<file path="config.mk">
export PLATFORM = sky130hd
export DESIGN_NAME = interconnect_sfft_to_data_flat
export DESIGN_NICKNAME = d
export VERILOG_FILES = /design/src/rtl/interconnect_sfft_pkg.sv /design/src/rtl/interconnect_sfft_to_data_if.sv /design/src/rtl/sfft_half_buffer.sv /design/src/rtl/interconnect_sfft_to_data.sv /design/src/flat_wrapper.sv
export SDC_FILE = /design/constraint.sdc
export NUM_CORES = 1
export LEC_CHECK = 0
export CAP_MARGIN = 20
export CELL_PAD_IN_SITES_DETAIL_PLACEMENT = 1
export CELL_PAD_IN_SITES_GLOBAL_PLACEMENT = 1
export CORE_MARGIN = 3
export CORE_UTILIZATION = 45
export DETAILED_ROUTE_END_ITERATION = 8
export PLACE_DENSITY = 0.87
export RECOVER_POWER = 50
export SLEW_MARGIN = 40
export SYNTH_ARGS = -nofsm -noshare
export SYNTH_HDL_FRONTEND = slang
export SYNTH_HIERARCHICAL = 1
export SYNTH_SLANG_ARGS = --single-unit
</file>
<file path="constraint.sdc">
create_clock -name clk -period 3.1 [get_ports clk]
set_clock_uncertainty 0.15 [all_clocks]
set_input_delay 0.775 -clock clk [delete_from_list [all_inputs] [get_ports clk]]
set_output_delay 0.775 -clock clk [all_outputs]
set_load 0.03 [all_outputs]
</file>
<file path="src/rtl/interconnect_sfft_pkg.sv">
// Shared FSM encoding and frame-size helpers for the sFFT even/odd recombiner.
// Optional feature macro: INTERCONNECT_SFFT_OVF_ERR_EN (overflow error flag).
package interconnect_sfft_pkg;

  typedef enum logic [1:0] {
    BUF_A  = 2'd0,
    EMIT_A = 2'd1,
    EMIT_B = 2'd2
  } sfft_state_e;

  function automatic int nfft_size(input int size_buffer);
    return 1 << size_buffer;
  endfunction

  function automatic int half_size(input int size_buffer);
    return (1 << size_buffer) / 2;
  endfunction

  // A single-entry half still needs a 1-bit address to index the array.
  function automatic int addr_width(input int size_buffer);
    return (size_buffer > 1) ? size_buffer - 1 : 1;
  endfunction

endpackage

</file>
<file path="src/rtl/interconnect_sfft_to_data_if.sv">
// Stream bundle between the sFFT splitter output and the recombiner.
// Optional feature macro: INTERCONNECT_SFFT_OVF_ERR_EN adds ovf_err.
interface interconnect_sfft_to_data_if #(
  parameter int SIZE_BUFFER   = 1,
  parameter int DATA_FFT_SIZE = 16
);
  logic [DATA_FFT_SIZE-1:0] in_data_i;
  logic [DATA_FFT_SIZE-1:0] in_data_q;
  logic                     valid;
  logic                     in_ready;
  logic [DATA_FFT_SIZE-1:0] out_data_i;
  logic [DATA_FFT_SIZE-1:0] out_data_q;
  logic                     outvalid;
  logic [SIZE_BUFFER:0]     counter_data;
  logic                     frame_done;
`ifdef INTERCONNECT_SFFT_OVF_ERR_EN
  logic                     ovf_err;
`endif

  modport master (
    output in_data_i, in_data_q, valid,
    input  in_ready, out_data_i, out_data_q, outvalid, counter_data, frame_done
`ifdef INTERCONNECT_SFFT_OVF_ERR_EN
    , input ovf_err
`endif
  );

  modport slave (
    input  in_data_i, in_data_q, valid,
    output in_ready, out_data_i, out_data_q, outvalid, counter_data, frame_done
`ifdef INTERCONNECT_SFFT_OVF_ERR_EN
    , output ovf_err
`endif
  );

endinterface

</file>
<file path="src/rtl/sfft_half_buffer.sv">
// Half-frame sample store: one write port, one registered read port, no reset.
// A same-address read during a write returns the new data (single-entry case).
module sfft_half_buffer #(
  parameter int DEPTH = 1,
  parameter int AW    = 1,
  parameter int DW    = 32
) (
  input  logic          clk,
  input  logic          we,
  input  logic [AW-1:0] waddr,
  input  logic [DW-1:0] wdata,
  input  logic [AW-1:0] raddr,
  output logic [DW-1:0] rdata
);

  logic [DW-1:0] mem_q [DEPTH];
  logic [DW-1:0] rdata_q;

  always_ff @(posedge clk) begin
    if (we) begin
      mem_q[waddr] <= wdata;
    end
    if (we && (waddr == raddr)) begin
      rdata_q <= wdata;
    end else begin
      rdata_q <= mem_q[raddr];
    end
  end

  assign rdata = rdata_q;

endmodule

</file>
<file path="src/rtl/interconnect_sfft_to_data.sv">
// Recombines split sFFT halves (A = even, B = odd) into natural order A0,B0,A1,B1,...
// Optional feature macro: INTERCONNECT_SFFT_OVF_ERR_EN (sticky ovf_err on valid while not ready).
module interconnect_sfft_to_data
  import interconnect_sfft_pkg::*;
#(
  parameter int SIZE_BUFFER   = 1,
  parameter int DATA_FFT_SIZE = 16
) (
  input  logic                        clk,
  input  logic                        reset,
  interconnect_sfft_to_data_if.slave  bus
);

  localparam int HALF  = half_size(SIZE_BUFFER);
  localparam int CNT_W = SIZE_BUFFER;
  localparam int AW    = addr_width(SIZE_BUFFER);
  localparam int DW    = 2 * DATA_FFT_SIZE;
  localparam logic [CNT_W-1:0] LAST_IDX = CNT_W'(HALF - 1);

  sfft_state_e state_q, state_d;

  logic [CNT_W-1:0]         wr_cnt_q, wr_cnt_d;
  logic [CNT_W-1:0]         rd_cnt_q, rd_cnt_d;
  logic [DW-1:0]            hold_q, hold_d;
  logic [DATA_FFT_SIZE-1:0] out_i_q, out_i_d;
  logic [DATA_FFT_SIZE-1:0] out_q_q, out_q_d;
  logic                     outvalid_q, outvalid_d;
  logic                     frame_done_q, frame_done_d;
  logic [SIZE_BUFFER:0]     counter_q, counter_d;

  logic          in_ready;
  logic          accept;
  logic          buf_we;
  logic [AW-1:0] buf_waddr;
  logic [AW-1:0] buf_raddr;
  logic [DW-1:0] buf_rdata;

  assign accept = bus.valid & in_ready;
  assign buf_we = accept & (state_q == BUF_A);

  // Read address follows the next rd_cnt so A[rd_cnt] is already registered on entry to EMIT_A.
  if (SIZE_BUFFER == 1) begin : g_addr_single
    assign buf_waddr = '0;
    assign buf_raddr = '0;
  end else begin : g_addr_multi
    assign buf_waddr = wr_cnt_q[AW-1:0];
    assign buf_raddr = rd_cnt_d[AW-1:0];
  end

  sfft_half_buffer #(
    .DEPTH (HALF),
    .AW    (AW),
    .DW    (DW)
  ) u_half_buffer (
    .clk   (clk),
    .we    (buf_we),
    .waddr (buf_waddr),
    .wdata ({bus.in_data_i, bus.in_data_q}),
    .raddr (buf_raddr),
    .rdata (buf_rdata)
  );

  always_ff @(posedge clk or negedge reset) begin
    if (!reset) begin
      state_q <= BUF_A;
    end else begin
      state_q <= state_d;
    end
  end

  always_comb begin
    state_d = state_q;
    case (state_q)
      BUF_A: begin
        if (accept && (wr_cnt_q == LAST_IDX)) begin
          state_d = EMIT_A;
        end
      end
      EMIT_A: begin
        if (accept) begin
          state_d = EMIT_B;
        end
      end
      EMIT_B: begin
        state_d = (rd_cnt_q < LAST_IDX) ? EMIT_A : BUF_A;
      end
      default: state_d = BUF_A;
    endcase
  end

  always_comb begin
    in_ready = 1'b1;
    if (state_q == EMIT_B) begin
      in_ready = 1'b0;
    end
  end

  always_comb begin
    wr_cnt_d     = wr_cnt_q;
    rd_cnt_d     = rd_cnt_q;
    hold_d       = hold_q;
    out_i_d      = out_i_q;
    out_q_d      = out_q_q;
    counter_d    = counter_q;
    outvalid_d   = 1'b0;
    frame_done_d = 1'b0;
    case (state_q)
      BUF_A: begin
        if (accept) begin
          wr_cnt_d = wr_cnt_q + CNT_W'(1);
          if (wr_cnt_q == LAST_IDX) begin
            rd_cnt_d = '0;
          end
        end
      end
      EMIT_A: begin
        if (accept) begin
          out_i_d    = buf_rdata[DW-1:DATA_FFT_SIZE];
          out_q_d    = buf_rdata[DATA_FFT_SIZE-1:0];
          counter_d  = {rd_cnt_q, 1'b0};
          outvalid_d = 1'b1;
          hold_d     = {bus.in_data_i, bus.in_data_q};
        end
      end
      EMIT_B: begin
        out_i_d    = hold_q[DW-1:DATA_FFT_SIZE];
        out_q_d    = hold_q[DATA_FFT_SIZE-1:0];
        counter_d  = {rd_cnt_q, 1'b1};
        outvalid_d = 1'b1;
        rd_cnt_d   = rd_cnt_q + CNT_W'(1);
        if (rd_cnt_q == LAST_IDX) begin
          frame_done_d = 1'b1;
          wr_cnt_d     = '0;
        end
      end
      default: begin
        wr_cnt_d = '0;
        rd_cnt_d = '0;
      end
    endcase
  end

  always_ff @(posedge clk or negedge reset) begin
    if (!reset) begin
      wr_cnt_q     <= '0;
      rd_cnt_q     <= '0;
      hold_q       <= '0;
      out_i_q      <= '0;
      out_q_q      <= '0;
      counter_q    <= '0;
      outvalid_q   <= 1'b0;
      frame_done_q <= 1'b0;
    end else begin
      wr_cnt_q     <= wr_cnt_d;
      rd_cnt_q     <= rd_cnt_d;
      hold_q       <= hold_d;
      out_i_q      <= out_i_d;
      out_q_q      <= out_q_d;
      counter_q    <= counter_d;
      outvalid_q   <= outvalid_d;
      frame_done_q <= frame_done_d;
    end
  end

  assign bus.in_ready     = in_ready;
  assign bus.out_data_i   = out_i_q;
  assign bus.out_data_q   = out_q_q;
  assign bus.outvalid     = outvalid_q;
  assign bus.counter_data = counter_q;
  assign bus.frame_done   = frame_done_q;

`ifdef INTERCONNECT_SFFT_OVF_ERR_EN
  logic ovf_err_q, ovf_err_d;

  always_comb begin
    ovf_err_d = ovf_err_q | (bus.valid & ~in_ready);
  end

  always_ff @(posedge clk or negedge reset) begin
    if (!reset) begin
      ovf_err_q <= 1'b0;
    end else begin
      ovf_err_q <= ovf_err_d;
    end
  end

  assign bus.ovf_err = ovf_err_q;
`endif

endmodule

</file>
<file path="src/flat_wrapper.sv">
// flat-port wrapper written by rule: the top's interface ports become plain ports
module interconnect_sfft_to_data_flat import interconnect_sfft_pkg::*;
#(
  parameter int SIZE_BUFFER   = 1,
  parameter int DATA_FFT_SIZE = 16
)
  (clk, reset, bus_in_data_i, bus_in_data_q, bus_valid, bus_in_ready, bus_out_data_i, bus_out_data_q, bus_outvalid, bus_counter_data, bus_frame_done);
  interconnect_sfft_to_data_if #(.SIZE_BUFFER(SIZE_BUFFER), .DATA_FFT_SIZE(DATA_FFT_SIZE)) bus_i ();
  input  logic clk;
  input  logic reset;
  input wire logic [$bits(bus_i.in_data_i)-1:0] bus_in_data_i;
  input wire logic [$bits(bus_i.in_data_q)-1:0] bus_in_data_q;
  input wire logic [$bits(bus_i.valid)-1:0] bus_valid;
  output wire logic [$bits(bus_i.in_ready)-1:0] bus_in_ready;
  output wire logic [$bits(bus_i.out_data_i)-1:0] bus_out_data_i;
  output wire logic [$bits(bus_i.out_data_q)-1:0] bus_out_data_q;
  output wire logic [$bits(bus_i.outvalid)-1:0] bus_outvalid;
  output wire logic [$bits(bus_i.counter_data)-1:0] bus_counter_data;
  output wire logic [$bits(bus_i.frame_done)-1:0] bus_frame_done;
  assign bus_i.in_data_i = bus_in_data_i;
  assign bus_i.in_data_q = bus_in_data_q;
  assign bus_i.valid = bus_valid;
  assign bus_in_ready = bus_i.in_ready;
  assign bus_out_data_i = bus_i.out_data_i;
  assign bus_out_data_q = bus_i.out_data_q;
  assign bus_outvalid = bus_i.outvalid;
  assign bus_counter_data = bus_i.counter_data;
  assign bus_frame_done = bus_i.frame_done;
  interconnect_sfft_to_data #(.SIZE_BUFFER(SIZE_BUFFER), .DATA_FFT_SIZE(DATA_FFT_SIZE)) u_core (.clk(clk), .reset(reset), .bus(bus_i));
endmodule
</file>
* Word level (Yosys, flattened, before mapping)
Memories as Yosys holds them, arrays and structs flattened. A register that Yosys moved wholly into a read port is not among the register bits.
Cells that the tools add are included.
** Word-level totals
- Output and inout bits :: 37
- Bits in registers :: 72
- Bits in writable memories :: 32
- Memories kept :: 1
** Memory list
- u_core.u_half_buffer.mem_q :: depth 1, bits a word 32, rd ports 1, clocked after Yosys merged registers in 1, write ports 1, line sfft_half_buffer.sv:16 : logic [DW-1:0] mem_q [DEPTH];
** Operators by class
- Magnitude comparators :: 1
- Bitwise logic cells :: 4
- $add $sub $neg :: 2
- Reductions and logical operators :: 8
- Equal/unequal tests :: 7
- Multiplexer cells :: 23
** Operators by type and width (number)
- one-hot mux 16 bit (2 select lines) :: 2
- two-way mux 16 bit :: 2
- two-way mux 1 bit :: 11
- two-way mux 2 bit :: 3
- != test 2 bit (second input constant) :: 3
- one-hot mux 1 bit (3 select lines) :: 2
- one-hot mux 2 bit (3 select lines) :: 1
- AND reduction 2 bit :: 3
- AND reduction 3 bit :: 2
- != test 2 x 1 -> 1 bit (second input constant) :: 2
- one-hot mux 2 bit (2 select lines) :: 1
- adder 1 bit (second input constant) :: 2
- bitwise AND 1 bit :: 2
- == test 2 x 1 -> 1 bit (second input constant) :: 1
- == test 2 bit (second input constant) :: 1
- logical NOT 2 bit :: 1
- inverter 1 bit :: 2
- one-hot mux 1 bit (2 select lines) :: 1
- nonzero test 2 bit :: 1
- logical AND 1 bit :: 1
- < comparator 1 bit (second input constant) :: 1

* Logic depth before layout (Yosys ltp)
- Depth after elaboration :: 6
- Gate-level depth with buffers :: 8
- Gate-level depth less buffers :: 6

* By module
Netlist, hierarchy kept.
** By module, submodules not included
- interconnect_sfft_to_data :: cells each 214, times used 1, area an instance 3244.4 um2
- sfft_half_buffer :: cells each 101, times used 1, area an instance 2123.3 um2

* Worst setup path after synthesis
Ideal clock, no wire load.
- Kind :: reg-to-reg
- From :: register u_core/state_q[0] (netlist name)
- To :: register u_core.u_half_buffer.rdata_q[10] (netlist: u_core/u_half_buffer/rdata[10]) (read register of u_core.u_half_buffer.mem_q)
- Data required time :: 2829 ps
- Library setup time :: 121 ps
- Path buffers :: 2
- Cell stages (with the launch flop) :: 9
- Setup slack :: 717 ps
- Clock period less this slack :: 2383 ps
- Arrival time :: 2112 ps
- Cells stage by stage :: dfrtp_1 inv_1 ha_1 buf_4 inv_1 and3_2 nand2_2 buf_6 mux2_4
** RTL lines
- to (decl) :: line sfft_half_buffer.sv:17 : logic [DW-1:0] rdata_q;

* Worst setup path in the final report
- From :: register u_core.state_q[0]
- To :: output bus_in_ready
** Between the ends
- Longest elaborated chain between the ends :: 2
** Ends and longest elaborated chain
- from (decl) :: line interconnect_sfft_to_data.sv:20 : sfft_state_e state_q, state_d;
- from (signal assigned) :: line interconnect_sfft_to_data.sv:67 : state_q <= state_d;
- == test 2 bit :: line interconnect_sfft_to_data.sv:93 : if (state_q == EMIT_B) begin
- two-way mux 1 bit :: line interconnect_sfft_to_data.sv:93
- to (decl) :: line flat_wrapper.sv:14 : output wire logic [$bits(bus_i.in_ready)-1:0] bus_in_ready;
No other way between the ends.

==> metrics.yaml <==
setup_viol: 0
power_density_nw_per_um2: 1150
timing.critical_path.to_type: "output pin"
grt_use_total: 0.181
finalNonFillerCells: 556
die_w_um: 115
synth_largest_type_area_fraction: 0.336
final_antenna_net_count: 0
grt_antenna_before_repair: 1
num-nets-final: 440
grt_first_pass_wirelength_mm: 17.9
yosys_warning_count: 6
core-area_um2: 11500
cts_buffers: 17
post-cts-setup-buffer-count: 0
status: "complete, but fails checks"
timing.critical_path.mode_cell: "sky130_fd_sc_hd__inv_1"
route.detailed.wl_per_inst_um: 19.7
via_count_of_the_first_global_routing_pass: 3240
vdd_ir_drop_max_v: 0.000471
drcViolationCount: 0
worst_ep_required_time_ns: 2.17
total_leakage_power_nw: 2.81
ctsHoldBuffers: 0
dr.first_iter.drc_count: 160
ctsHtreeMaxLevel: 4
max-cap-violations: 1
fin_crit_ns: 2.82
syn2layout_area_growth_pct: 26.6
syn_area_um2: 5370
cts_tree: "done"
synth_seq_cells: 136
min_period_over_period: 0.911
setup.worst_path.start_class: "flip-flop"
register_area_um2: 3400
final_core_utilization: 0.590
max_stage_delay_ns: 0.66
floorplan.io_pins: 72
initial_utilization: 0.466
clk_path_buf_depth: 2
grt_use_met2: 0.306
path_buf_inv: 3
achievable-frequency_ghz: 0.354
global_route.peak_usage_layer: "met2"
fin_hold_ws_ns: 0.309
std_cell_rows: 39
final_cell_area_um2: 6800
crit_chain: "inv_1 > ha_1 > inv_1 > clkdlybuf4s50_1"
avgSynthCellArea_um2: 17.0
drive_above_1_share: 0.391
worst-setup-path-type: "flip-flop to output pin"
post_cts_resize_count: 0
via_count: 2880
synth_seq_area_share: 0.634
final.setup.tns_ns: 0
netlist_instances: 315
clock-sinks: 136
floorplan_die_area_um2: 13300
globalRouteMet3Util: 0.0537
crit_fanout: 4
worst_pin_slew_ns: 1.85
clk_pin_slew_worst_paths_ns: 0.05
placed_cells_incl_taps: 523
yosys.area.top_type: "sky130_fd_sc_hd__dfrtp_1"
port_buffers: 71
root_buffer: "sky130_fd_sc_hd__clkbuf_16"
detail_route.first_pass.iterations: 4
worst_hold_path_type: "flip-flop to flip-flop"
globalRouteMet1Util: 0.214
grt_max_degree: 73
hold_violations: 0
synth.top_cells.by_area: "sky130_fd_sc_hd__dfrtp_1 (34%), sky130_fd_sc_hd__mux2_2 (21%), sky130_fd_sc_hd__edfxtp_1 (18%), sky130_fd_sc_hd__dfxtp_1 (12%), sky130_fd_sc_hd__mux2_4 (8.4%)"
num-fill-cells: 1052
gp_congestion: 0.738
rsz0062_at_grt: "no"
dp_hpwl_mm: 6.83
yosys.cell_types.count: 28
die_y_um: 115
violations: "capacitance limit, slew limit"
slew_viol_final: 73
multiInputGateArea_um2: 1790
placedInstanceArea_um2: 6230
crit_path_top_delay_cell: "sky130_fd_sc_hd__clkdlybuf4s50_1"
clk_latency_ns: 0.41
crit_arrival_ns: 1.90
cp_top_family: "buffers and inverters"
gr-total-overflow: 0
detail_route.wirelength_mm: 10.9
drt-vias-per-instance: 5.18
max_slew_margin_vs_limit: -0.230
-- power by group --
part | switching, mW | total [mW] | internal [mW]
combinational | 1.34 | 2.79 | 1.44
clock | 0.710 | 2.12 | 1.41
sequential | 0.336 | 2.89 | 2.55
total | 2.39 | 7.79 | 5.40
-- cells by family (layout without fill, tap and decap cells) --
kind of cell,Yosys count,count (layout),synth area share
adders and majority gates,6,6,0.0140
and+or+nand+nor,12,12,0.0170
xor gates and xnor gates,1,1,0.00163
muxes,131,131,0.296
AOI/OAI and AO/OA,9,9,0.0128
buffers and inverters,19,115,0.0240
other,1,3,0.000699
DFF,136,136,0.634
-- cell usage after synthesis --
library cell               instances
sky130_fd_sc_hd__a21boi_0          1
sky130_fd_sc_hd__a21oi_1           3
sky130_fd_sc_hd__a22oi_1           1
sky130_fd_sc_hd__a22oi_2           1
sky130_fd_sc_hd__a311o_1           1
sky130_fd_sc_hd__and3_2            1
sky130_fd_sc_hd__buf_2             7
sky130_fd_sc_hd__buf_4             1
sky130_fd_sc_hd__buf_6             6
sky130_fd_sc_hd__conb_1            1
sky130_fd_sc_hd__dfrtp_1          72
sky130_fd_sc_hd__dfxtp_1          32
sky130_fd_sc_hd__edfxtp_1         32
sky130_fd_sc_hd__ha_1              6
sky130_fd_sc_hd__inv_1             5
sky130_fd_sc_hd__mux2_2          101
sky130_fd_sc_hd__mux2_4           30
sky130_fd_sc_hd__nand2_1           2
sky130_fd_sc_hd__nand2_2           1
sky130_fd_sc_hd__nand3b_4          1
sky130_fd_sc_hd__nor2_1            1
sky130_fd_sc_hd__nor2b_1           2
sky130_fd_sc_hd__nor4bb_1          1
sky130_fd_sc_hd__o211ai_1          1
sky130_fd_sc_hd__o21ai_2           1
sky130_fd_sc_hd__or2b_1            2
sky130_fd_sc_hd__or3b_1            1
sky130_fd_sc_hd__xnor2_1           1
-- path summary, 6_finish.rpt --
| kind | start | end | slack (ns) | cells after the start |
|---|---|---|---|---|
| setup / recovery | u_core/state_q[0]$_DFFE_PN0P_ | bus_in_ready | 0.28 | 4 |
| hold / removal | u_core/u_half_buffer/mem_q[0][21]$_DFFE_PP_ | u_core/u_half_buffer/rdata[21]$_DFF_P_ | 0.31 | 1 |
| setup reg to reg | u_core/state_q[0]$_DFFE_PN0P_ | u_core/u_half_buffer/rdata[13]$_DFF_P_ | 0.57 | 7 |
| hold reg to reg | u_core/u_half_buffer/mem_q[0][21]$_DFFE_PP_ | u_core/u_half_buffer/rdata[21]$_DFF_P_ | 0.31 | 1 |
| max in group asynchronous | reset | u_core/hold_q[15]$_DFFE_PN0P_ | 0.97 | 1 |
| min in group asynchronous | reset | u_core/bus.out_data_i[12]$_DFFE_PN0P_ | 0.72 | 1 |
-- state kept, by name (all words and copies together), names as in the netlist, 2 cells and up --
signal                      count
u_core/hold_q                  32
u_core/u_half_buffer/mem_q     32
u_core/u_half_buffer/rdata     32
u_core/bus.out_data_i          16
u_core/bus.out_data_q          16
u_core/bus.counter_data         2
u_core/state_q                  2
-- layer usage --
metal  vias up  share of wire
met4         0          0.019
met2        56           0.54
li1       1304              -
met3        17          0.034
met5         -              0
met1      1503           0.41
-- per-stage QoR --
stage | setup slack, ns | power, mW
5_1_grt | 0.173 | 8.21
6_report | 0.276 | 7.79
3_3_place_gp | 0.475 | 5.62
4_1_cts | 0.241 | 7.97
2_1_floorplan | 0.717 | 4.80
3_5_place_dp | 0.413 | 5.79
-- final cells by class --
cell class	count	share of cell area
inverters	5	0.00276
diodes	1	0.000368
clock buffers	25	0.0773
clock inverters	7	0.0164
flip-flops and latches	136	0.501
repair buffers	78	0.112
well taps	143	0.0263
multi-input cells	161	0.264
-- worst reg2reg max path, cell delays in order (launching register included) --
cell and delay (ns):
sky130_fd_sc_hd__dfrtp_1 0.40, sky130_fd_sc_hd__inv_1 0.17, sky130_fd_sc_hd__ha_2 0.23, sky130_fd_sc_hd__inv_1 0.07, sky130_fd_sc_hd__and3_2 0.21, sky130_fd_sc_hd__nand2_2 0.06, sky130_fd_sc_hd__clkbuf_1 0.71, sky130_fd_sc_hd__mux2_1 0.41
-- layout by cell type (no fill, tap or decap), types with 3 or more instances in the layout --
master	netlist	layout
sky130_fd_sc_hd__mux2_2	101	101
sky130_fd_sc_hd__dfrtp_1	72	72
sky130_fd_sc_hd__clkdlybuf4s50_1	0	37
sky130_fd_sc_hd__dlygate4sd3_1	0	33
sky130_fd_sc_hd__edfxtp_1	32	32
sky130_fd_sc_hd__dfxtp_1	32	32
sky130_fd_sc_hd__clkbuf_16	0	17
sky130_fd_sc_hd__mux2_4	30	17
sky130_fd_sc_hd__mux2_1	0	13
sky130_fd_sc_hd__clkbuf_8	0	7
sky130_fd_sc_hd__inv_1	5	5
sky130_fd_sc_hd__ha_1	6	5
sky130_fd_sc_hd__buf_4	1	4
sky130_fd_sc_hd__bufinv_16	0	3
sky130_fd_sc_hd__a21oi_1	3	3
(Power assumes the default switching activity.)
